--- src/rtl/interval_timer.sv ---
// Sequencing controller around an N-bit increment-by-one counter: start/stop/restart,
// terminal compare against a latched period, one-cycle TICK. All outputs registered.
// Latency: START seen at edge k gives BUSY=1, O=0 after edge k; TICK follows edge k+P+1.
module interval_timer #(
  parameter int N = 4
) (
  input  logic         CLK,
  input  logic         RESET,
  input  logic         START,
  input  logic         STOP,
  input  logic [N-1:0] PERIOD,
  input  logic         MODE,
  output logic [N-1:0] O,
  output logic         TICK,
  output logic         BUSY,
  output logic         DONE
);

  typedef enum logic [1:0] {
    S_IDLE = 2'd0,
    S_RUN  = 2'd1,
    S_DONE = 2'd2
  } state_t;

  state_t       state_q, state_d;
  logic [N-1:0] count_q, count_d;
  logic [N-1:0] per_q, per_d;
  logic         mode_q, mode_d;
  logic         tick_q, tick_d;
  logic         busy_q, busy_d;
  logic         done_q, done_d;
  logic         at_term;

  // Terminal compare uses the period latched at the last START, never the live input.
  assign at_term = (count_q == per_q);

  // Next-state logic; priority is STOP, then START, then terminal event, then increment.
  always_comb begin
    state_d = state_q;
    count_d = count_q;
    per_d   = per_q;
    mode_d  = mode_q;
    tick_d  = 1'b0;
    case (state_q)
      S_IDLE, S_DONE: begin
        if (STOP) begin
          state_d = S_IDLE;
        end else if (START) begin
          per_d   = PERIOD;
          mode_d  = MODE;
          count_d = '0;
          state_d = S_RUN;
        end
      end
      S_RUN: begin
        if (STOP) begin
          state_d = S_IDLE;
        end else if (START) begin
          // Restart still reports a terminal count that coincides with it.
          per_d   = PERIOD;
          mode_d  = MODE;
          count_d = '0;
          tick_d  = at_term;
        end else if (at_term) begin
          tick_d = 1'b1;
          if (mode_q) begin
            count_d = '0;
          end else begin
            state_d = S_DONE;
          end
        end else begin
          // Wrap cannot occur unnoticed: the compare fires at P before any overflow.
          count_d = count_q + N'(1);
        end
      end
      default: begin
        state_d = S_IDLE;
      end
    endcase
    busy_d = (state_d == S_RUN);
    done_d = (state_d == S_DONE);
  end

  // State and output registers with synchronous reset.
  always_ff @(posedge CLK) begin
    if (RESET) begin
      state_q <= S_IDLE;
      count_q <= '0;
      per_q   <= '0;
      mode_q  <= 1'b0;
      tick_q  <= 1'b0;
      busy_q  <= 1'b0;
      done_q  <= 1'b0;
    end else begin
      state_q <= state_d;
      count_q <= count_d;
      per_q   <= per_d;
      mode_q  <= mode_d;
      tick_q  <= tick_d;
      busy_q  <= busy_d;
      done_q  <= done_d;
    end
  end

  assign O    = count_q;
  assign TICK = tick_q;
  assign BUSY = busy_q;
  assign DONE = done_q;

endmodule
--- config.mk ---
export PLATFORM = sky130hd
export DESIGN_NAME = interval_timer
export DESIGN_NICKNAME = d
export VERILOG_FILES = /design/src/rtl/interval_timer.sv
export SDC_FILE = /design/constraint.sdc
export NUM_CORES = 1
export LEC_CHECK = 0
export CAP_MARGIN = 20
export CELL_PAD_IN_SITES_DETAIL_PLACEMENT = 2
export CELL_PAD_IN_SITES_GLOBAL_PLACEMENT = 2
export CORE_MARGIN = 2
export CORE_UTILIZATION = 28
export CTS_BUF_LIST = sky130_fd_sc_hd__clkbuf_16
export DETAILED_ROUTE_END_ITERATION = 7
export PLACE_DENSITY = 0.79
export SYNTH_ARGS = -nofsm -noshare
export SYNTH_HDL_FRONTEND = slang
export SYNTH_SLANG_ARGS = --single-unit
--- constraint.sdc ---
create_clock -name CLK -period 1.9 [get_ports CLK]
set_input_delay 0.57 -clock CLK [delete_from_list [all_inputs] [get_ports CLK]]
set_output_delay 0.57 -clock CLK [all_outputs]
set_load 0.005 [all_outputs]
==> metrics.md, run 1 <==
| Metric | Value |
|---|---|
| Critical path capture point type | `primary output` |
| Final Util | `43.7%` |
| Root Buffer | `clkbuf_16` |
| Nets | `around 100` |
| Max rail drop VDD | `0.327 mV` |
| Hold Crit Class | `reg -> reg` |
| Vias in the first global route | `approximately 680` |
| First-pass GRT wire length | `between 3000 and 4000 µm` |
| Max transition margin | `75.2%` |
| CP Cell Sequence | `clkdlybuf4s50_1` |
| Wire length on met2 | `about 920 µm` |
| Tcrit/Tclk final | `94.6%` |
| #FFs+latches synth | `14` |
| CP required | `approximately 1300 ps` |
| Met1 WL | `~880 µm` |
| Clock buffer count from CTS | `3` |
| Initial Util | `between 20% and 30%` |
| Initial antenna violation count | `0` |
| Worst-margin pin slew | `~360 ps` |
| Synth warn | `0` |
| Largest net degree at the start of global routing | `12` |
| Min cycle time layout | `~1800 ps` |
| Final Max Tran Viols | `0` |
| Io pins | `16` |
| Post-DP HPWL | `1470 µm` |
| Pleak | `approximately 0.36 nW` |
| Post-Place Setup Slack | `-317 ps` |
| Syn-to-layout area delta | `47.7%` |
| Fmax | `~0.56 GHz` |
| Top Metal Used | `met4` |
| GR Util All Layers | `between 15 and 20%` |
| H-tree levels | `1` |
| Worst-skew pair later-pin latency | `between 200 and 300 ps` |
| Cell family with most CP delay | `buffers and inverters` |
| Setup CP Type | `reg -> out` |
| Hold-fix buffers, CTS | `0` |
| Post-synth EDFFs | `0` |
| Post-synth top area share | `43.2%` |
| Final Hold Fails | `0` |
| RSZ-0062 raised after global routing | `false` |
| Fraction of layout cells with a size suffix above 1 | `about 16%` |
| Status | `finished, final reports clean` |
| Mapped Avg Cell Area | `~9.5 µm²` |
| Mapped Area | `about 650 µm²` |
| Crit-path max cell delay | `about 540 ps` |
| Setup Skew | `6.54 ps` |
| DR pass1 iterations | `3` |
| Most frequent cells after synthesis | `dfxtp_1 (14), nand2_1 (8), nand3_1 (6)` |
| CTS clk-pin slew, worst paths | `around 50 ps` |
| Crit-path slowest cell | `clkdlybuf4s50_1` |
| Vias per cell | `5.09` |
| Syn Inst Count | `~70` |
| DR DRC count | `0` |
| WL/cell | `between 15 and 20 µm` |
| Height of the chip | `between 50 and 60 µm` |
| GP Congestion | `around 0.74` |
| Port buffer count | `15` |
| Clk buf depth | `2` |
| Syn Nets | `78` |
| CP Max Fanout | `6` |
| Synth area leader | `dfxtp_1` |
| Critical path buffers and inverters | `1` |
| Setup slack after layout | `around 100 ps` |
| Vias | `606` |
| Die area | `roughly 2700 µm²` |
| Clock Sink Count | `14` |
| Dominant cell by count in the synthesized netlist | `dfxtp_1` |
| Chip width | `~52 µm` |
| # setup viols final | `0` |
| Met3 routed WL | `75 µm` |
| Arr. time, crit path | `1230 ps` |
| ANT nets after route | `0` |
| Max-cap check violation count | `0` |
| Asr flop ratio synth | `0%` |
| CTS tree | `yes` |
| Synth cell types | `29` |
| Initial DRC count | `8` |
| DRT Wirelength | `slightly below 2000 µm` |
| Core area | `between 2000 and 2500 µm²` |
| Most used DFF post-synth | `dfxtp_1` |
| CP Launch Type | `register` |
| Sequential fraction of the synthesis area | `43.2%` |
| FP Rows | `17` |
| Cell Pwr Density | `between 800 and 900 nW/µm²` |
| Antenna Cells | `0` |
| Area contributors post-synth | `dfxtp_1 (43%), xnor2_1 (5.4%), nand3_1 (4.6%)` |
| GR Overflow Total | `0` |
==> worst reg2reg max path: cells and delay by family (launching register included) <==
kind | cells | cell delay, ps
AOI/OAI and AO/OA | 2 | 350
DFF | 1 | 410
and+or+nand+nor | 2 | 740
==> registers in the layout, indices dropped and copies added (netlist names) <==
| name | flops |
|---|---|
| O | 4 |
| TICK | 1 |
| DONE | 1 |
| mode_q | 1 |
| BUSY | 1 |
| state_q | 2 |
| per_q | 4 |
==> power breakdown <==
group | total, W | switching (W) | internal, W
Clock | 0.000410 | 0.000131 | 0.000279
Combinational | 0.0000795 | 0.0000391 | 0.0000405
Sequential | 0.000310 | 0.00000724 | 0.000302
==> logic make-up after synthesis <==
group                      synth area share, %
and+or+nand+nor                           24.7
buffers and inverters                     1.74
AOI/OAI and AO/OA                         23.0
adders and majority gates                 1.93
DFF                                       43.2
xor gates and xnor gates                  5.40
==> final cells by class <==
class | instances | area [µm²]
multi-input combinational | 51 | 362
timing repair buffer | 21 | 196
clock inverter | 1 | 3.75
inverter | 1 | 3.75
clock buffer | 3 | 75.1
sequential | 14 | 282
tap | 28 | 35.0
fill | 240 | 1230
==> through the flow <==
stage                     hold WS [ps]  total power [W]  instance area (µm²)  setup TNS (ps)  cells
after floorplan                    449         0.000350                  648               0     68
after global placement             463         0.000392                  871           -1090    115
after detailed placement           475         0.000396                  871           -1430    115
after CTS                          483         0.000804                  956               0    119
after global routing               523         0.000832                  957               0    119
final                              478         0.000799                  957               0    119
==> worst paths after layout <==
| path | slack, ps | start | to | depth (start not counted) |
|---|---|---|---|---|
| worst max-delay path | 100 | O[2]$_SDFFE_PP0P_ | O[2] | 1 |
| worst min-delay path | 480 | per_q[3]$_SDFFE_PP0P_ | per_q[3]$_SDFFE_PP0P_ | 2 |
| worst max register to register | 340 | state_q[0]$_SDFF_PP0_ | O[2]$_SDFFE_PP0P_ | 4 |
| worst min register to register | 480 | per_q[3]$_SDFFE_PP0P_ | per_q[3]$_SDFFE_PP0P_ | 2 |
==> layout by cell type, fill, tap and decap left out, types with 3 or more instances in the layout <==
master / count
a21oi_1: 5
buf_4: 5
clkbuf_16: 3
clkdlybuf4s50_1: 13
dfxtp_1: 13
nand2_1: 8
nand3_1: 6
nor2_1: 4
xnor2_1: 4
==> metal layers <==
layer | vias up | track usage (%)
li1 | 300 | -
met1 | 287 | 20.6
met2 | 14 | 29.1
met3 | 5 | 4.60
met4 | 0 | 9.21
met5 | - | 0
==> what timing repair did <==
| action | 4_1_cts | 5_1_grt |
|---|---|---|
| setup endpoints to repair | 2 | 1 |
| gates resized for setup | 4 | 1 |
| pin swaps | 2 | 0 |
| buffers inserted | 0 | 0 |
Note: power is estimated with default switching activity, not from simulation.
==> run 2, diff against run 1 <==
- CELL_PAD_IN_SITES_DETAIL_PLACEMENT: 2 -> not set
- CELL_PAD_IN_SITES_GLOBAL_PLACEMENT: 2 -> not set
- CORE_UTILIZATION: 28 -> 46
- CTS_CLUSTER_SIZE: not set -> 10
- PLACE_DENSITY: 0.79 -> 0.78
==> run 2 against run 1 <==
Cell count decreased by 9.2%. Via count increased by 2.0%. Die area decreased by 36%. Register-to-register slack improved by 60 ps. Critical path type is now in -> reg. Largest power group unchanged. Total power decreased by 1.5%. Highest routed layer unchanged. Clock skew decreased by 2.3 ps. Sequential share of layout area increased by 0.062 points.
==> metrics.md, run 2 (synthesized netlist as in run 1, its figures left out) <==
| Metric | Value |
|---|---|
| Placed inst area | `roughly 860 µm²` |
| Fmax | `0.540 GHz` |
| R2R cell count | `4` |
| CP Max Fanout | `4` |
| Commonest non-fill, non-tap cells in the layout | `dfxtp_1 (14), clkdlybuf4s50_1 (14), nand2_1 (8), buf_4 (8), nand3_1 (6)` |
| Setup CP Type | `in -> reg` |
| Port buffer count | `15` |
| Clock buffer count from CTS | `3` |
| Final Util | `73.1%` |
| Worst-skew pair later-pin latency | `roughly 240 ps` |
| Vias | `618` |
| Final TNS setup | `0 ps` |
| Fin area | `951 µm²` |
| Clock Sink Count | `14` |
| CTS clk-pin slew, worst paths | `roughly 50 ps` |
| GR Overflow Total | `0` |
| Largest net degree at the start of global routing | `11` |
| Worst Min Path Start | `per_q[3]$_SDFFE_PP0P_` |
| Crit-path slowest cell | `or4b_4` |
| Io pins | `16` |
| WL/cell | `between 10 and 15 µm` |
| Syn-to-layout area delta | `46.7%` |
| Cell Pwr Density | `828 nW/µm²` |
| Clk buf depth | `2` |
| Hold Crit Class | `reg -> reg` |
| Antenna Cells | `0` |
| Crit-path max cell delay | `roughly 510 ps` |
| Arr. time, crit path | `around 2000 ps` |
| GR Util All Layers | `roughly 20%` |
| Final Hold Fails | `0` |
| Chip width | `between 40 and 50 µm` |
| Worst-margin pin slew | `359 ps` |
| Sw Ratio | `20.8%` |
| Nets | `~100` |
| # setup viols final | `0` |
| Max transition margin | `75.4%` |
| Clock share of power | `50.6%` |
| Switch Pwr | `around 0.00016 W` |
| Cell family with most CP delay | `buffers and inverters` |
| Reg power frac | `between 30% and 40%` |
| Height of the chip | `41.5 µm` |
| CTS tree | `yes` |
| Setup Skew | `roughly 4.2 ps` |
| Post-DP HPWL | `between 1000 and 1500 µm` |
| Vias per cell | `between 5 and 6` |
| Filler cell count | `105` |
| Max rail drop VDD | `0.603 mV` |
| Fraction of layout cells with a size suffix above 1 | `roughly 16%` |
| CP Launch Type | `primary input` |
| Core area | `about 1300 µm²` |
| Final Max Tran Viols | `0` |
| Crit path depth | `5` |
| Critical path capture point type | `register` |
| DRT Wirelength | `1520 µm` |
| Root Buffer | `clkbuf_16` |
| FP Rows | `13` |
| CP endpoint | `O[1]$_SDFFE_PP0P_` |
| Pleak | `0.374 nW` |
| Min cycle time layout | `~1900 ps` |
| Tcrit/Tclk final | `97.5%` |
| Initial antenna violation count | `0` |
| Critical path buffers and inverters | `2` |
| DR pass1 iterations | `4` |
| Worst R2R Setup Slack | `~400 ps` |
| CP startpoint | `START` |
| R2r endpoint | `O[1]$_SDFFE_PP0P_` |
| RR Startpoint | `state_q[0]$_SDFF_PP0_` |
| Initial Util | `~50%` |
| H-tree levels | `1` |
| RSZ-0062 raised after global routing | `false` |
| Vias in the first global route | `roughly 620` |
| Initial DRC count | `8` |
| GP Congestion | `0.728` |
| Int Pwr | `between 0.0006 and 0.0007 W` |
| Combinational group share of total power | `between 10% and 20%` |
| Max-cap check violation count | `0` |
| CP required | `~2100 ps` |
| CP Cell Sequence | `clkdlybuf4s50_1, or4b_4, a41oi_4, buf_4, a32o_1` |
| Die area | `between 1500 and 2000 µm²` |
| First-pass GRT wire length | `between 2000 and 3000 µm` |
| DR DRC count | `0` |
| Status | `finished, final reports clean` |
| ANT nets after route | `0` |
| Fin Hold WS | `about 470 ps` |
-- run 2: changes by cell type in the layout (fill, tap and decap cells not counted), sizes merged --
cell	change
dlymetal6s2s	+1
clkdlybuf4s50	+1
buf	+2
dlygate4sd2	-2
-- run 2: metrics by stage --
| stage | setup slack [ps] | cells | total power [W] |
|---|---|---|---|
| after floorplan | 274 | 68 | 0.000350 |
| after global placement | -226 | 103 | 0.000391 |
| after global routing | 4.12 | 108 | 0.000817 |
| final | 48.4 | 108 | 0.000787 |
| after detailed placement | -248 | 103 | 0.000392 |
| after CTS | 2.94 | 107 | 0.000793 |
-- run 2: cell type report --
class,count,area (µm²),share of cell area [%]
repair buffers,23,213,22.4
multi-input cells,51,357,37.5
well taps,15,18.8,1.97
inverters,1,3.75,0.395
clock inverters,1,3.75,0.395
flip-flops and latches,14,280,29.5
clock buffers,3,75.1,7.89
-- run 2: layer usage --
layer  vias to the layer above  part of all wire (%)  global-route usage (%)  routed length, µm
li1                        304                     -                       -                  -
met1                       298                    47                    24.7                718
met2                        12                    48                    31.6                725
met3                         4                   2.9                    4.78                 44
met4                         0                   2.3                    12.9                 35
met5                         -                     0                       0                  0
-- run 2: tightest hold or removal path, delay by kind of cell (launching register included) --
family          cells  cell delay, ps
flops               1             310
compound gates      1              50
simple gates        1              60
-- run 2: power by group through the flow --
stage / combinational (W) / sequential [W] / clock, W
floorplan: 0.0000368 / 0.000314 / 0
global placement: 0.0000758 / 0.000315 / 0
detailed placement: 0.0000771 / 0.000315 / 0
CTS: 0.0000789 / 0.000309 / 0.000404
global route: 0.0000863 / 0.000310 / 0.000420
finish: 0.0000790 / 0.000310 / 0.000398
-- run 2: worst min path at each step --
stage / end / slack, ps / depth (start not counted)
final: per_q[3]$_SDFFE_PP0P_ / 470 / 2
after global routing: per_q[1]$_SDFFE_PP0P_ / 490 / 2
after floorplan: per_q[1]$_SDFFE_PP0P_ / 450 / 2
after CTS: per_q[1]$_SDFFE_PP0P_ / 470 / 2
after global placement: per_q[3]$_SDFFE_PP0P_ / 460 / 2
after detailed placement: per_q[3]$_SDFFE_PP0P_ / 460 / 2
-- run 2: timing repair --
action                     CTS  global route
setup endpoints to repair    0             4
hold buffers                 0             0
gates resized for setup      0             1
setup buffers                0             1
